[src/rtl/seg7_pkg.sv]
// ---------------------------------------------------------------------------
// seg7_pkg
// Shared definitions for the multiplexed seven-segment display driver:
//   - glyph codes: 0..9 are decimal digits, GLYPH_MINUS draws '-',
//     GLYPH_BLANK turns every segment off
//   - converter FSM state encoding
//   - active-high segment patterns, bit order {g,f,e,d,c,b,a}
//   - add3_nibble: one shift-add-3 correction step for a BCD nibble
// ---------------------------------------------------------------------------
package seg7_pkg;

  localparam logic [3:0] GLYPH_MINUS = 4'hA;
  localparam logic [3:0] GLYPH_BLANK = 4'hF;

  typedef enum logic [1:0] {
    ST_IDLE   = 2'd0,
    ST_CONV   = 2'd1,
    ST_COMMIT = 2'd2
  } conv_state_t;

  localparam logic [6:0] SEG_0     = 7'h3F;
  localparam logic [6:0] SEG_1     = 7'h06;
  localparam logic [6:0] SEG_2     = 7'h5B;
  localparam logic [6:0] SEG_3     = 7'h4F;
  localparam logic [6:0] SEG_4     = 7'h66;
  localparam logic [6:0] SEG_5     = 7'h6D;
  localparam logic [6:0] SEG_6     = 7'h7D;
  localparam logic [6:0] SEG_7     = 7'h07;
  localparam logic [6:0] SEG_8     = 7'h7F;
  localparam logic [6:0] SEG_9     = 7'h6F;
  localparam logic [6:0] SEG_MINUS = 7'h40;
  localparam logic [6:0] SEG_BLANK = 7'h00;

  // A nibble of 5 or more would exceed 9 after the next doubling, so it is
  // pre-corrected by 3 so that the doubling carries into the next nibble.
  function automatic logic [3:0] add3_nibble(input logic [3:0] n);
    return (n >= 4'd5) ? n + 4'd3 : n;
  endfunction

endpackage

[src/rtl/seg7_glyph_decode.sv]
// ---------------------------------------------------------------------------
// seg7_glyph_decode
// Combinational glyph to segment decoder. Output is active-high; the
// board polarity is applied by the instantiating module.
// Ports:
//   glyph  in  4  glyph code (0..9, GLYPH_MINUS, GLYPH_BLANK)
//   seg_hi out 7  segments {g,f,e,d,c,b,a}, 1 = lit
// Unused codes decode to a blank digit.
// ---------------------------------------------------------------------------
module seg7_glyph_decode
  import seg7_pkg::*;
(
  input  logic [3:0] glyph,
  output logic [6:0] seg_hi
);

  // Plain lookup from glyph code to lit segments; anything that is not a
  // digit or the minus sign shows nothing.
  always_comb begin
    case (glyph)
      4'd0:        seg_hi = SEG_0;
      4'd1:        seg_hi = SEG_1;
      4'd2:        seg_hi = SEG_2;
      4'd3:        seg_hi = SEG_3;
      4'd4:        seg_hi = SEG_4;
      4'd5:        seg_hi = SEG_5;
      4'd6:        seg_hi = SEG_6;
      4'd7:        seg_hi = SEG_7;
      4'd8:        seg_hi = SEG_8;
      4'd9:        seg_hi = SEG_9;
      GLYPH_MINUS: seg_hi = SEG_MINUS;
      default:     seg_hi = SEG_BLANK;
    endcase
  end

endmodule

[src/rtl/seg7_scan_display_gen.sv]
// ---------------------------------------------------------------------------
// seg7_scan_display_gen
// N-digit multiplexed seven-segment driver. A value arrives over a
// valid/ready handshake, is converted to BCD one bit per clock
// (shift-add-3), then committed to display registers that a prescaled
// scanner shows one digit at a time.
// Ports:
//   clk       in   1       system clock
//   rst_n     in   1       asynchronous active-low reset
//   in_valid  in   1       in_data valid
//   in_ready  out  1       converter idle, can accept
//   in_data   in   DATA_W  value to display
//   blank_lz  in   1       1: blank leading zeros (ones digit always shown)
//   disp_en   in   1       0: all anodes inactive, everything else keeps running
//   busy      out  1       conversion in progress
//   overflow  out  1       committed value did not fit in DIGITS digits
//   seg       out  7       segments {g,f,e,d,c,b,a}
//   dp        out  1       decimal point, always inactive
//   an        out  DIGITS  one-hot digit enable, an[0] = ones digit
// ---------------------------------------------------------------------------
module seg7_scan_display_gen
  import seg7_pkg::*;
#(
  parameter int DATA_W      = 12,
  parameter int DIGITS      = 4,
  parameter int REFRESH_DIV = 100000,
  parameter int SIGNED_EN   = 0,
  parameter int SEG_ACT_LOW = 1,
  parameter int AN_ACT_LOW  = 1
) (
  input  logic              clk,
  input  logic              rst_n,
  input  logic              in_valid,
  output logic              in_ready,
  input  logic [DATA_W-1:0] in_data,
  input  logic              blank_lz,
  input  logic              disp_en,
  output logic              busy,
  output logic              overflow,
  output logic [6:0]        seg,
  output logic              dp,
  output logic [DIGITS-1:0] an
);

  localparam int BCD_W = (DIGITS + 1) * 4;
  localparam int CNT_W = $clog2(DATA_W + 1);
  localparam int IDX_W = (DIGITS > 1) ? $clog2(DIGITS) : 1;
  localparam int PRE_W = $clog2(REFRESH_DIV);

  localparam logic [6:0]        SEG_OFF = (SEG_ACT_LOW != 0) ? 7'h7F : 7'h00;
  localparam logic [DIGITS-1:0] AN_OFF  = (AN_ACT_LOW != 0) ? {DIGITS{1'b1}} : {DIGITS{1'b0}};

  logic                rst_int_n;
  logic [1:0]          rst_sync;
  conv_state_t         state;
  logic [DATA_W-1:0]   shift_q;
  logic [BCD_W-1:0]    bcd_q;
  logic [BCD_W-1:0]    bcd_adj;
  logic [BCD_W-1:0]    bcd_next;
  logic [CNT_W-1:0]    bit_cnt;
  logic                neg_q;
  logic                ovf_q;
  logic [DATA_W-1:0]   in_mag;
  logic                in_neg;
  logic [DIGITS*4-1:0] disp_bcd;
  logic                disp_neg;
  logic [PRE_W-1:0]    presc;
  logic [IDX_W-1:0]    scan_idx;
  logic [IDX_W-1:0]    msd_idx;
  logic [3:0]          cur_nib;
  logic [3:0]          glyph;
  logic [6:0]          seg_hi;
  logic [DIGITS-1:0]   an_hot;

  // Reset asserts asynchronously but is released on a clock edge, so no
  // flop in the design sees reset removal near its active edge.
  always_ff @(posedge clk or negedge rst_n) begin
    if (!rst_n) begin
      rst_sync <= 2'b00;
    end else begin
      rst_sync <= {rst_sync[0], 1'b1};
    end
  end

  assign rst_int_n = rst_sync[1];

  // In signed mode the converter works on the magnitude and remembers the
  // sign separately; the most negative value maps to 2^(DATA_W-1), which
  // still fits as an unsigned DATA_W-bit number.
  always_comb begin
    in_neg = (SIGNED_EN != 0) && in_data[DATA_W-1];
    in_mag = in_neg ? (~in_data + 1'b1) : in_data;
  end

  // One shift-add-3 step: correct every nibble, including the spare top
  // nibble, then shift the next magnitude bit in at the bottom.
  for (genvar i = 0; i < DIGITS + 1; i++) begin : g_add3
    assign bcd_adj[i*4 +: 4] = add3_nibble(bcd_q[i*4 +: 4]);
  end

  assign bcd_next = {bcd_adj[BCD_W-2:0], shift_q[DATA_W-1]};

  // Converter FSM. IDLE accepts a value, CONV runs one bit per clock for
  // DATA_W clocks, COMMIT copies the result into the display registers in
  // a single step so the scanner never shows a half-converted value.
  // Overflow covers bits lost off the top, a non-zero spare nibble, and a
  // negative value whose magnitude leaves no digit free for the sign.
  always_ff @(posedge clk or negedge rst_int_n) begin
    if (!rst_int_n) begin
      state    <= ST_IDLE;
      in_ready <= 1'b1;
      busy     <= 1'b0;
      shift_q  <= '0;
      bcd_q    <= '0;
      bit_cnt  <= '0;
      neg_q    <= 1'b0;
      ovf_q    <= 1'b0;
      disp_bcd <= '0;
      disp_neg <= 1'b0;
      overflow <= 1'b0;
    end else begin
      case (state)
        ST_IDLE: begin
          if (in_valid && in_ready) begin
            shift_q  <= in_mag;
            neg_q    <= in_neg;
            bcd_q    <= '0;
            ovf_q    <= 1'b0;
            bit_cnt  <= '0;
            in_ready <= 1'b0;
            busy     <= 1'b1;
            state    <= ST_CONV;
          end
        end
        ST_CONV: begin
          bcd_q   <= bcd_next;
          shift_q <= shift_q << 1;
          ovf_q   <= ovf_q | bcd_adj[BCD_W-1];
          bit_cnt <= bit_cnt + 1'b1;
          if (bit_cnt == CNT_W'(DATA_W - 1)) begin
            state <= ST_COMMIT;
          end
        end
        ST_COMMIT: begin
          disp_bcd <= bcd_q[DIGITS*4-1:0];
          disp_neg <= neg_q;
          overflow <= ovf_q | (bcd_q[BCD_W-1 -: 4] != 4'd0)
                      | (neg_q & (bcd_q[DIGITS*4-1 -: 4] != 4'd0));
          in_ready <= 1'b1;
          busy     <= 1'b0;
          state    <= ST_IDLE;
        end
        default: begin
          in_ready <= 1'b1;
          busy     <= 1'b0;
          state    <= ST_IDLE;
        end
      endcase
    end
  end

  // Position of the most significant non-zero digit (0 when the value is
  // zero), used both for leading-zero blanking and to place the sign.
  always_comb begin
    msd_idx = '0;
    for (int i = 0; i < DIGITS; i++) begin
      if (disp_bcd[i*4 +: 4] != 4'd0) begin
        msd_idx = IDX_W'(i);
      end
    end
  end

  // Glyph for the digit currently being scanned. Overflow overrides
  // everything with dashes. With blanking on, the sign sits just left of
  // the leading digit; with blanking off it takes the leftmost position.
  always_comb begin
    cur_nib = disp_bcd[scan_idx*4 +: 4];
    glyph   = cur_nib;
    if (overflow) begin
      glyph = GLYPH_MINUS;
    end else if (blank_lz) begin
      if (scan_idx > msd_idx) begin
        glyph = (disp_neg && (scan_idx == msd_idx + 1'b1)) ? GLYPH_MINUS : GLYPH_BLANK;
      end
    end else if (disp_neg && (scan_idx == IDX_W'(DIGITS - 1))) begin
      glyph = GLYPH_MINUS;
    end
  end

  seg7_glyph_decode u_glyph_decode (
    .glyph  (glyph),
    .seg_hi (seg_hi)
  );

  // Digit slot timer: each digit stays lit for REFRESH_DIV clocks, then
  // the scan index moves one place left, wrapping back to the ones digit.
  always_ff @(posedge clk or negedge rst_int_n) begin
    if (!rst_int_n) begin
      presc    <= '0;
      scan_idx <= '0;
    end else if (presc == PRE_W'(REFRESH_DIV - 1)) begin
      presc    <= '0;
      scan_idx <= (scan_idx == IDX_W'(DIGITS - 1)) ? '0 : scan_idx + 1'b1;
    end else begin
      presc <= presc + 1'b1;
    end
  end

  assign an_hot = DIGITS'(1) << scan_idx;

  // Segments and anodes are registered from the same scan index on the
  // same edge, so a digit change never shows one digit's pattern on
  // another digit's anode. disp_en only gates the anodes.
  always_ff @(posedge clk or negedge rst_int_n) begin
    if (!rst_int_n) begin
      seg <= SEG_OFF;
      an  <= AN_OFF;
    end else begin
      seg <= (SEG_ACT_LOW != 0) ? ~seg_hi : seg_hi;
      an  <= disp_en ? ((AN_ACT_LOW != 0) ? ~an_hot : an_hot) : AN_OFF;
    end
  end

  assign dp = (SEG_ACT_LOW != 0) ? 1'b1 : 1'b0;

endmodule
[config.mk]
export PLATFORM = sky130hd
export DESIGN_NAME = seg7_scan_display_gen
export DESIGN_NICKNAME = d
export VERILOG_FILES = /design/src/rtl/seg7_pkg.sv /design/src/rtl/seg7_glyph_decode.sv /design/src/rtl/seg7_scan_display_gen.sv
export SDC_FILE = /design/constraint.sdc
export NUM_CORES = 1
export LEC_CHECK = 0
export ABC_AREA = 1
export CORE_AREA = 2 2 65 128
export CTS_BUF_LIST = sky130_fd_sc_hd__clkbuf_8
export DETAILED_ROUTE_END_ITERATION = 7
export DIE_AREA = 0 0 67 130
export GPL_TIMING_DRIVEN = 0
export MAX_ROUTING_LAYER = met4
export PLACE_DENSITY = 0.8
export SYNTH_ARGS = -nofsm -noshare
export SYNTH_HDL_FRONTEND = slang
export SYNTH_SLANG_ARGS = --single-unit
[constraint.sdc]
create_clock -name clk -period 3.1 [get_ports clk]
set_input_delay 0.62 -clock clk [delete_from_list [all_inputs] [get_ports clk]]
set_output_delay 0.62 -clock clk [all_outputs]
set_load 0.005 [all_outputs]
Yosys cells after proc, flatten, opt, wreduce, memory -nomap -nowiden

Memories as Yosys holds them, arrays and structs flattened.
Index checks and enable logic that the tools add are counted.

Register bits after elaboration: 90
ROM bits: 112
Memories: 1

Memories:

| memory          | words | width | read ports | clocked after memory_dff | wr ports | RTL line                | source |
|---|---|---|---|---|---|---|---|
| (no name shown) | 16    | 7     | 1          | 0                        | 0        | seg7_glyph_decode.sv:20 | `case (glyph)` |

Add/sub/neg operators: 8
Magnitude comparators: 6
Equal/unequal tests: 7
Shift-type cells: 2
Mux-type cells: 28
Bitwise gates (word level): 5
Reductions and logical operators: 10

Operators by type and width:

| cell                    | number |
|---|---|
| $mux W4                 | 10 |
| $pmux W20 S2            | 1 |
| $pmux W12 S2            | 1 |
| $add A4 B2 Y4 const B   | 5 |
| $ge A4 B3 Y1 const B    | 5 |
| $mux W20                | 1 |
| $add A17 B1 Y17 const B | 1 |
| $eq A17 B17 Y1 const B  | 1 |
| $mux W17                | 1 |
| $reduce_bool A4 Y1      | 4 |
| $shiftx A16 B5 Y4       | 1 |
| $mux W12                | 1 |
| $mux W2                 | 5 |
| $pmux W4 S2             | 1 |
| $not A7 Y7              | 1 |
| $pmux W1 S2             | 3 |
| $reduce_and A2 Y1       | 3 |
| $add A4 B1 Y4 const B   | 1 |
| $eq A2 B2 Y1 const B    | 2 |
| $eq A4 B4 Y1 const B    | 1 |
| $ne A2 B2 Y1 const B    | 2 |
| $not A4 Y4              | 1 |
| $pmux W2 S2             | 1 |
| $shl A1 B2 Y4 const A   | 1 |
| 9 further kinds         | 12 |

Depth between registers and ports, before layout

Gate-level depths: netlist of the first run.
An unclocked memory read counts as a cell.

Depth in word-level cells: 10
Mapped depth: 15

Cells and area by module

Synthesis of the first run repeated with hierarchy kept, for this count alone.

Cell total of the unflattened synthesis: 554
Area, all modules: 4608.2 sq um

By module, submodules not included:

| module                | instances | cells an instance | area each (sq um) | sequential area each (sq um) |
|---|---|---|---|---|
| seg7_scan_display_gen | 1         | 514               | 4393.0            | 2267.2 |
| seg7_glyph_decode     | 1         | 40                | 215.2             | 0.0 |

Worst setup path before layout of the first run

No wires, ideal clock.

Path kind: reg2reg
From: register disp_bcd[12]
To: register seg[3]
Library setup time: 77 ps
Arrival: 2251 ps
Required time: 3023 ps
Slack: 772 ps
Stages on the path, launching flop included: 13
Clock period less this slack: 2328 ps
Cell sequence: dfrtp_1 -> nor4_1 -> inv_1 -> nor2_1 -> ha_1 -> a21boi_0 -> nand2_1 -> a21oi_1 -> inv_1 -> ha_1 -> nand3b_1 -> nand3_1 -> nand2_1

Word-level cells in the longest chain between the ends: 8

Ends and longest elaborated chain:

| element                  | RTL line                     | source |
|---|---|---|
| start: declaration       | seg7_scan_display_gen.sv:65  | `logic [DIGITS*4-1:0] disp_bcd;` |
| start signal: assignment | seg7_scan_display_gen.sv:145 | `disp_bcd <= bcd_q[DIGITS*4-1:0];` |
| $reduce_bool A4 Y1       | seg7_scan_display_gen.sv:167 | `if (disp_bcd[i*4 +: 4] != 4'd0) begin` |
| $mux W2                  | seg7_scan_display_gen.sv:167 |  |
| $gt A2 B2 Y1             | seg7_scan_display_gen.sv:182 | `if (scan_idx > msd_idx) begin` |
| $mux W4                  | seg7_scan_display_gen.sv:182 |  |
| $mux W4 *                | seg7_scan_display_gen.sv:181 | `end else if (blank_lz) begin` |
| $mux W4 *                | seg7_scan_display_gen.sv:179 | `if (overflow) begin` |
| $mem_v2 Z16 W7 *         | -                            |  |
| $not A7 Y7 *             | seg7_scan_display_gen.sv:219 | `seg <= (SEG_ACT_LOW != 0) ? ~seg_hi : seg_hi;` |
| end signal: assignment   | seg7_scan_display_gen.sv:219 |  |
| end: declaration         | seg7_scan_display_gen.sv:40  | `output logic [6:0] seg,` |

Mark *: on every way between the ends. The rest lies on a longest branch, timed or not.
A chain may end at the register's enable or synchronous reset.

Final worst setup path of the first run

From: register disp_bcd[4]
To: register seg[3]

Word-level cells in the longest chain between the ends: 10

Ends and longest elaborated chain:

| element               | RTL line |
|---|---|
| $reduce_bool A4 Y1    | seg7_scan_display_gen.sv:167 |
| $mux W1               | seg7_scan_display_gen.sv:167 |
| $mux W2 (2 in series) | seg7_scan_display_gen.sv:167 |
| $gt A2 B2 Y1          | seg7_scan_display_gen.sv:182 |
| $mux W4               | seg7_scan_display_gen.sv:182 |
| $mux W4 *             | seg7_scan_display_gen.sv:181 |
| $mux W4 *             | seg7_scan_display_gen.sv:179 |
| $mem_v2 Z16 W7 *      | - |
| $not A7 Y7 *          | seg7_scan_display_gen.sv:219 |

Marked as above.

==> run summary, run 1 <==
pin count of the biggest net entering global routing = 64
vias in the first global route = 3451
die height = 130 um
WL per Instance = 13.1 um
Hold Path Class = reg -> async
cell accounting for the most synthesized area = dfrtp_1
drt first pass iters = 4
Post-CTS Setup Inserts = 0
clk slew on worst S/H paths = 0.08 ns
Sink Count = 90
main flop type after synthesis = dfrtp_1
Critical Path AT = 3.01 ns
Synth Cell Area = 0.00458 mm^2
Remaining DRCs = 0
Final WS setup = 0.393 ns
CTS Buf Count = 9
Worst setup SP type = flop
nets = 620
DRT antenna net count = 0
EDFF count, synth = 0
Crit. End Element = flop
Final min period = 2.71 ns
I/O pin count = 32
count leader, synth = nand2_1
Die W = 67 um
Lkg Pwr = 0.00248 uW
Fillers = 662
final hold violation count = 0
most frequent cells after synthesis = 103 x nand2_1, 78 x dfrtp_1, 67 x inv_1
synthesized flop and latch total = 90
CTS tree = done
CTS hold repair buffers = 0
max cap viols = 0
antenna violations before repair = 0
Syn Area/Cell = 8.55 um^2
Max Freq = 0.369 GHz
later-pin clock latency in the skew report = 0.37 ns
setup violators final = 0
row count = 46
CP Class = reg -> reg
Synth warnings = 0
top cell type's share of synthesized area = 42.6%
worst hold margin = 0.238 ns
vias per cell = 5.25
top cells by area, synth = dfrtp_1 43%, nand2_1 8.4%, dfstp_2 6.9%
cts repair resizes = 0
clock root buffer = clkbuf_8
ys async rst share = 100%
post-detail-place hpwl = 6440 um
gr ovfl total = 0
library cells used by synthesis = 42
Initial Util = 58.6%
area added between synthesis and finish = 13.4%
H-Tree Depth = 3
area of the die = 0.00871 mm^2
core outline area = 0.00783 mm^2
GP Congestion = 0.882
Critical Path RT = 3.40 ns
antenna cells = 0
# port buffers = 30
Power Dens Cells = 829 mW/mm^2
layout cells sized above 1 = 10.4%
Max FO, Critical Path = 4
Global Route Usage Sum = 24.0%
1st-iter DRT viols = 225
RSZ-0062 raised after global routing = no
Mapped Cells = 536
sequential share of the synthesized area = 49.5%
global-route wire length before repair = 15500 um
Peak VDD IR = 0.000611 V
Total Wirelength = 8910 um
Longest Clk Path Bufs = 2
clk_skew = 0.0129 ns
final slew viol count = 0
total number of vias = 3567
outcome = completed
pre-CTS WS = 0.418 ns
final period utilization = 87.3%
-- stage by stage --
stage / total power (uW) / setup TNS [ns] / area [um^2] / instances / util, %
4_1_cts: 4340 / 0 / 5200 / 680 / 66.4
3_3_place_gp: 3550 / -33.90 / 5010 / 663 / 64.0
2_1_floorplan: 3090 / 0 / 4590 / 537 / -
6_report: 4310 / 0 / 5200 / 680 / 66.4
3_5_place_dp: 3650 / 0 / 5040 / 664 / 64.4
5_1_grt: 4700 / 0 / 5200 / 680 / 66.4
-- flip-flops by register name, indices dropped and copies added (netlist names) --
register and count:
state 2, ovf_q 1, shift_q 12, busy 1, disp_bcd 16, seg 7
scan_idx 2, bit_cnt 4, presc 17, rst_sync 2, an 4, overflow 1
bcd_q 20, in_ready 1
-- worst paths after layout --
kind	start	to	slack (ns)	depth (start not counted)
min reg2reg	rst_sync[1]$_DFF_PN0_	bcd_q[2]$_DFFE_PN0P_	0.24	0
max reg2reg	disp_bcd[4]$_DFFE_PN0N_	seg[3]$_DFF_PN1_	0.39	11
min in group clk	rst_sync[0]$_DFF_PN0_	rst_sync[1]$_DFF_PN0_	0.37	0
max in group asynchronous	rst_sync[1]$_DFF_PN0_	in_ready$_DFFE_PN1P_	2.23	1
max	disp_bcd[4]$_DFFE_PN0N_	seg[3]$_DFF_PN1_	0.39	11
min	rst_sync[1]$_DFF_PN0_	bcd_q[2]$_DFFE_PN0P_	0.24	0
-- layout make-up --
| type | count | area (um^2) | area share [%] |
|---|---|---|---|
| flip-flops and latches | 90 | 2270 | 43.7 |
| well taps | 96 | 120 | 2.31 |
| plain buffers | 13 | 71.3 | 1.37 |
| repair buffers | 31 | 328 | 6.31 |
| inverters | 73 | 280 | 5.39 |
| clock inverters | 7 | 33.8 | 0.650 |
| multi-input cells | 361 | 1970 | 37.9 |
| clock buffers | 9 | 124 | 2.38 |
-- logic make-up after synthesis --
group | Yosys count | synth area share (%)
other cells | 1 | 0.0818
flops | 90 | 49.5
fa+ha+maj | 24 | 6.55
buf+inv | 86 | 7.67
compound gates | 97 | 11.6
xor+xnor | 12 | 2.29
simple gates | 226 | 22.4
-- critical path, cell delays in order (launching register included) --
cell,delay (ns)
dfrtp_1,0.41
nor4_1,0.40
o21ai_0,0.20
ha_1,0.31
a21boi_0,0.15
nand2_1,0.13
a21oi_1,0.29
inv_1,0.13
ha_1,0.30
nand3b_1,0.17
nand3_1,0.10
nand2_1,0.05
-- cells in the final DEF, fill, tap and decap left out, drive strengths merged --
cell type      count
nand2            109
dfrtp             78
inv               74
nor2              65
o21ai             55
clkdlybuf4s50     30
nand3             28
ha                24
o22ai             21
a21oi             16
clkbuf            13
dfstp             12
xor2              11
buf               10
nor3               8
nand4              6
nor4               5
clkinv             5
nand3b             3
or2                2
conb               2
o21bai             1
a21boi             1
xnor2              1
a22o               1
a41oi              1
o32ai              1
clkinvlp           1
-- routing by layer --
layer / global-route usage, % / wire length, um / vias to the layer above / share of wire, %
li1: - / - / 1819 / -
met1: 32.6 / 4070 / 1660 / 46
met5: - / 0 / - / 0
met4: 11.5 / 256 / 0 / 2.9
met2: 34.9 / 4310 / 71 / 48
met3: 3.97 / 270 / 17 / 3.0
-- power by group --
part	switching [uW]	internal, uW	total [uW]	leakage (uW)
Combinational	1060	711	1770	0.00129
Clock	396	278	674	0.0000926
Sequential	272	1590	1870	0.00110
(Power assumes the default switching activity.)
==> run 2, diff against run 1 <==
CORE_AREA = 2 2 80 159   (was 2 2 65 128)
DIE_AREA = 0 0 82 161   (was 0 0 67 130)
PLACE_DENSITY = default   (was 0.8)
==> run summary, run 2 (synthesis results as in run 1) <==
clock root buffer = clkbuf_8
commonest cells after routing, fill and taps aside = 103 x nand2_1, 77 x dfrtp_1, 69 x inv_1
pre-CTS WS = 0.459 ns (+0.0415 ns)
vias per cell = 4.89 (-6.8%)
internal power = 2770 uW (+7.4%)
Regs by FF count = bcd_q: 20 flops, presc: 17 flops, disp_bcd: 16 flops
Power Dens Cells = 848 mW/mm^2 (+2.2%)
area of the die = 0.0132 mm^2 (+52%)
Peak VDD IR = 0.000417 V (-32%)
vias in the first global route = 3507 (+1.6%)
Worst setup SP type = flop
CP Launch Point = disp_bcd[12]$_DFFE_PN0N_
setup violators final = 0 (unchanged)
max reg flops = 20 (unchanged)
Comb power frac = 39.0% (-2.1 points)
later-pin clock latency in the skew report = 0.37 ns (about the same)
Global Route Usage Sum = 16.1% (-7.9 points)
nets = 620 (unchanged)
clk_skew = 0.00731 ns (-0.00563 ns)
CTS Buf Count = 9 (unchanged)
Post-CTS Setup Inserts = 0 (unchanged)
Final WS setup = 0.436 ns (+0.0427 ns)
Longest Clk Path Bufs = 2 (unchanged)
max cap viols = 0 (unchanged)
largest reg by FF count = bcd_q
final slew viol count = 0 (unchanged)
area added between synthesis and finish = 16.2%
total number of vias = 3572 (+0.14%)
RSZ-0062 raised after global routing = no
cts repair resizes = 0 (unchanged)
Initial Util = 38.3% (-20 points)
post-detail-place hpwl = 6710 um (+4.2%)
clk slew on worst S/H paths = 0.09 ns (about the same)
row count = 57 (+24%)
final hold violation count = 0 (unchanged)
drt first pass iters = 4 (unchanged)
final period utilization = 85.9% (-1.4 points)
layout cells sized above 1 = 10.6% (+0.17 points)
DRT antenna net count = 0 (unchanged)
Switching Fraction = 38.5% (-1.5 points)
Critical Path AT = 2.97 ns (-0.04 ns)
Crit. End Element = flop
RR Startpoint = disp_bcd[12]$_DFFE_PN0N_
switching power = 1740 uW (+0.66%)
Max FO, Critical Path = 4 (unchanged)
core outline area = 0.0120 mm^2 (+53%)
Remaining DRCs = 0 (unchanged)
antenna violations before repair = 0 (unchanged)
WL per Instance = 12.7 um (-2.8%)
GP Congestion = 0.827 (-6.3%)
gr ovfl total = 0 (unchanged)
# port buffers = 30 (unchanged)
Hold Path Class = reg -> async
Total Wirelength = 9310 um (+4.5%)
Final min period = 2.66 ns (-0.0427 ns)
CTS hold repair buffers = 0 (unchanged)
Clk pwr share = 19.7% (+4.1 points)
outcome = completed
pin count of the biggest net entering global routing = 58 (-9.4%)
CP Class = reg -> reg
sequential share of power = 41.2% (-2.1 points)
1st-iter DRT viols = 171 (-24%)
worst hold margin = 0.273 ns (+0.0342 ns)
Max Freq = 0.375 GHz (+1.6%)
most common cell after layout, fill and taps aside = nand2_1
H-Tree Depth = 3 (unchanged)
Die W = 82 um (+22%)
global-route wire length before repair = 16100 um (+3.9%)
CTS tree = done
Critical Path RT = 3.40 ns (about the same)
Sink Count = 90 (unchanged)
Lkg Pwr = 0.00251 uW (+0.91%)
I/O pin count = 32 (unchanged)
die height = 161 um (+24%)
antenna cells = 0 (unchanged)
Fillers = 1198 (+81%)
-- run 2: worst max-delay path, cell delays in order (launching register included) --
cell and delay (ns):
dfrtp_1 0.40, nor4_1 0.39, o21ai_0 0.19, ha_1 0.30
a21boi_0 0.16, nand2_1 0.13, a21oi_1 0.29, inv_1 0.14
ha_1 0.30, nand3b_1 0.17, nand3_1 0.10, nand2_1 0.05
-- run 2: cell type report --
| cell class | count | area, um^2 | share of cell area, % |
|---|---|---|---|
| Buffer | 13 | 71.3 | 1.34 |
| Tap cell | 147 | 184 | 3.45 |
| Timing Repair Buffer | 31 | 328 | 6.16 |
| Clock inverter | 6 | 83.8 | 1.57 |
| Multi-Input combinational cell | 361 | 1970 | 37.0 |
| Sequential cell | 90 | 2270 | 42.6 |
| Clock buffer | 10 | 138 | 2.58 |
| Inverter | 73 | 280 | 5.26 |
-- run 2: power by group through the flow --
stage / Clock (uW) / Sequential (uW) / Combinational [uW]
2_1_floorplan: 0 / 1820 / 1270
3_3_place_gp: 0 / 1890 / 1700
3_5_place_dp: 0 / 1880 / 1770
4_1_cts: 915 / 1860 / 1770
5_1_grt: 962 / 1920 / 2070
6_report: 891 / 1860 / 1760
-- run 2: worst paths after layout --
path,end,slack (ns),cells after the start
worst min-delay path,shift_q[8]$_DFFE_PN0P_,0.27,0
worst min register to register,shift_q[8]$_DFFE_PN0P_,0.27,0
worst max-delay path,seg[3]$_DFF_PN1_,0.44,11
worst max register to register,seg[3]$_DFF_PN1_,0.44,11
min in group clk,rst_sync[1]$_DFF_PN0_,0.36,0
max in group asynchronous,an[3]$_DFF_PN1_,2.15,1
-- run 2: metrics by stage --
stage               power [uW]  std cells  setup TNS [ns]  instance area, um^2  utilization [%]
floorplan                 3090        537               0                 4590                -
global placement          3590        714          -47.88                 5070             42.3
detailed placement        3650        715               0                 5100             42.6
CTS                       4550        731               0                 5330             44.4
global route              4950        731               0                 5330             44.4
finish                    4510        731               0                 5330             44.4
-- run 2: routing by layer --
layer	up-vias	global-route usage [%]	routed length [um]	share of wire (%)
li1	1825	-	-	-
met1	1678	22.0	4450	48
met2	56	23.8	4400	47
met3	13	2.35	275	3.0
met4	0	6.82	189	2.0
met5	-	-	0	0
==> run 3, diff against run 2 <==
HOLD_SLACK_MARGIN = 0.12   (was default)
==> results of run 3 <==
Final layout, timing and power as in run 2 (identical DEF).
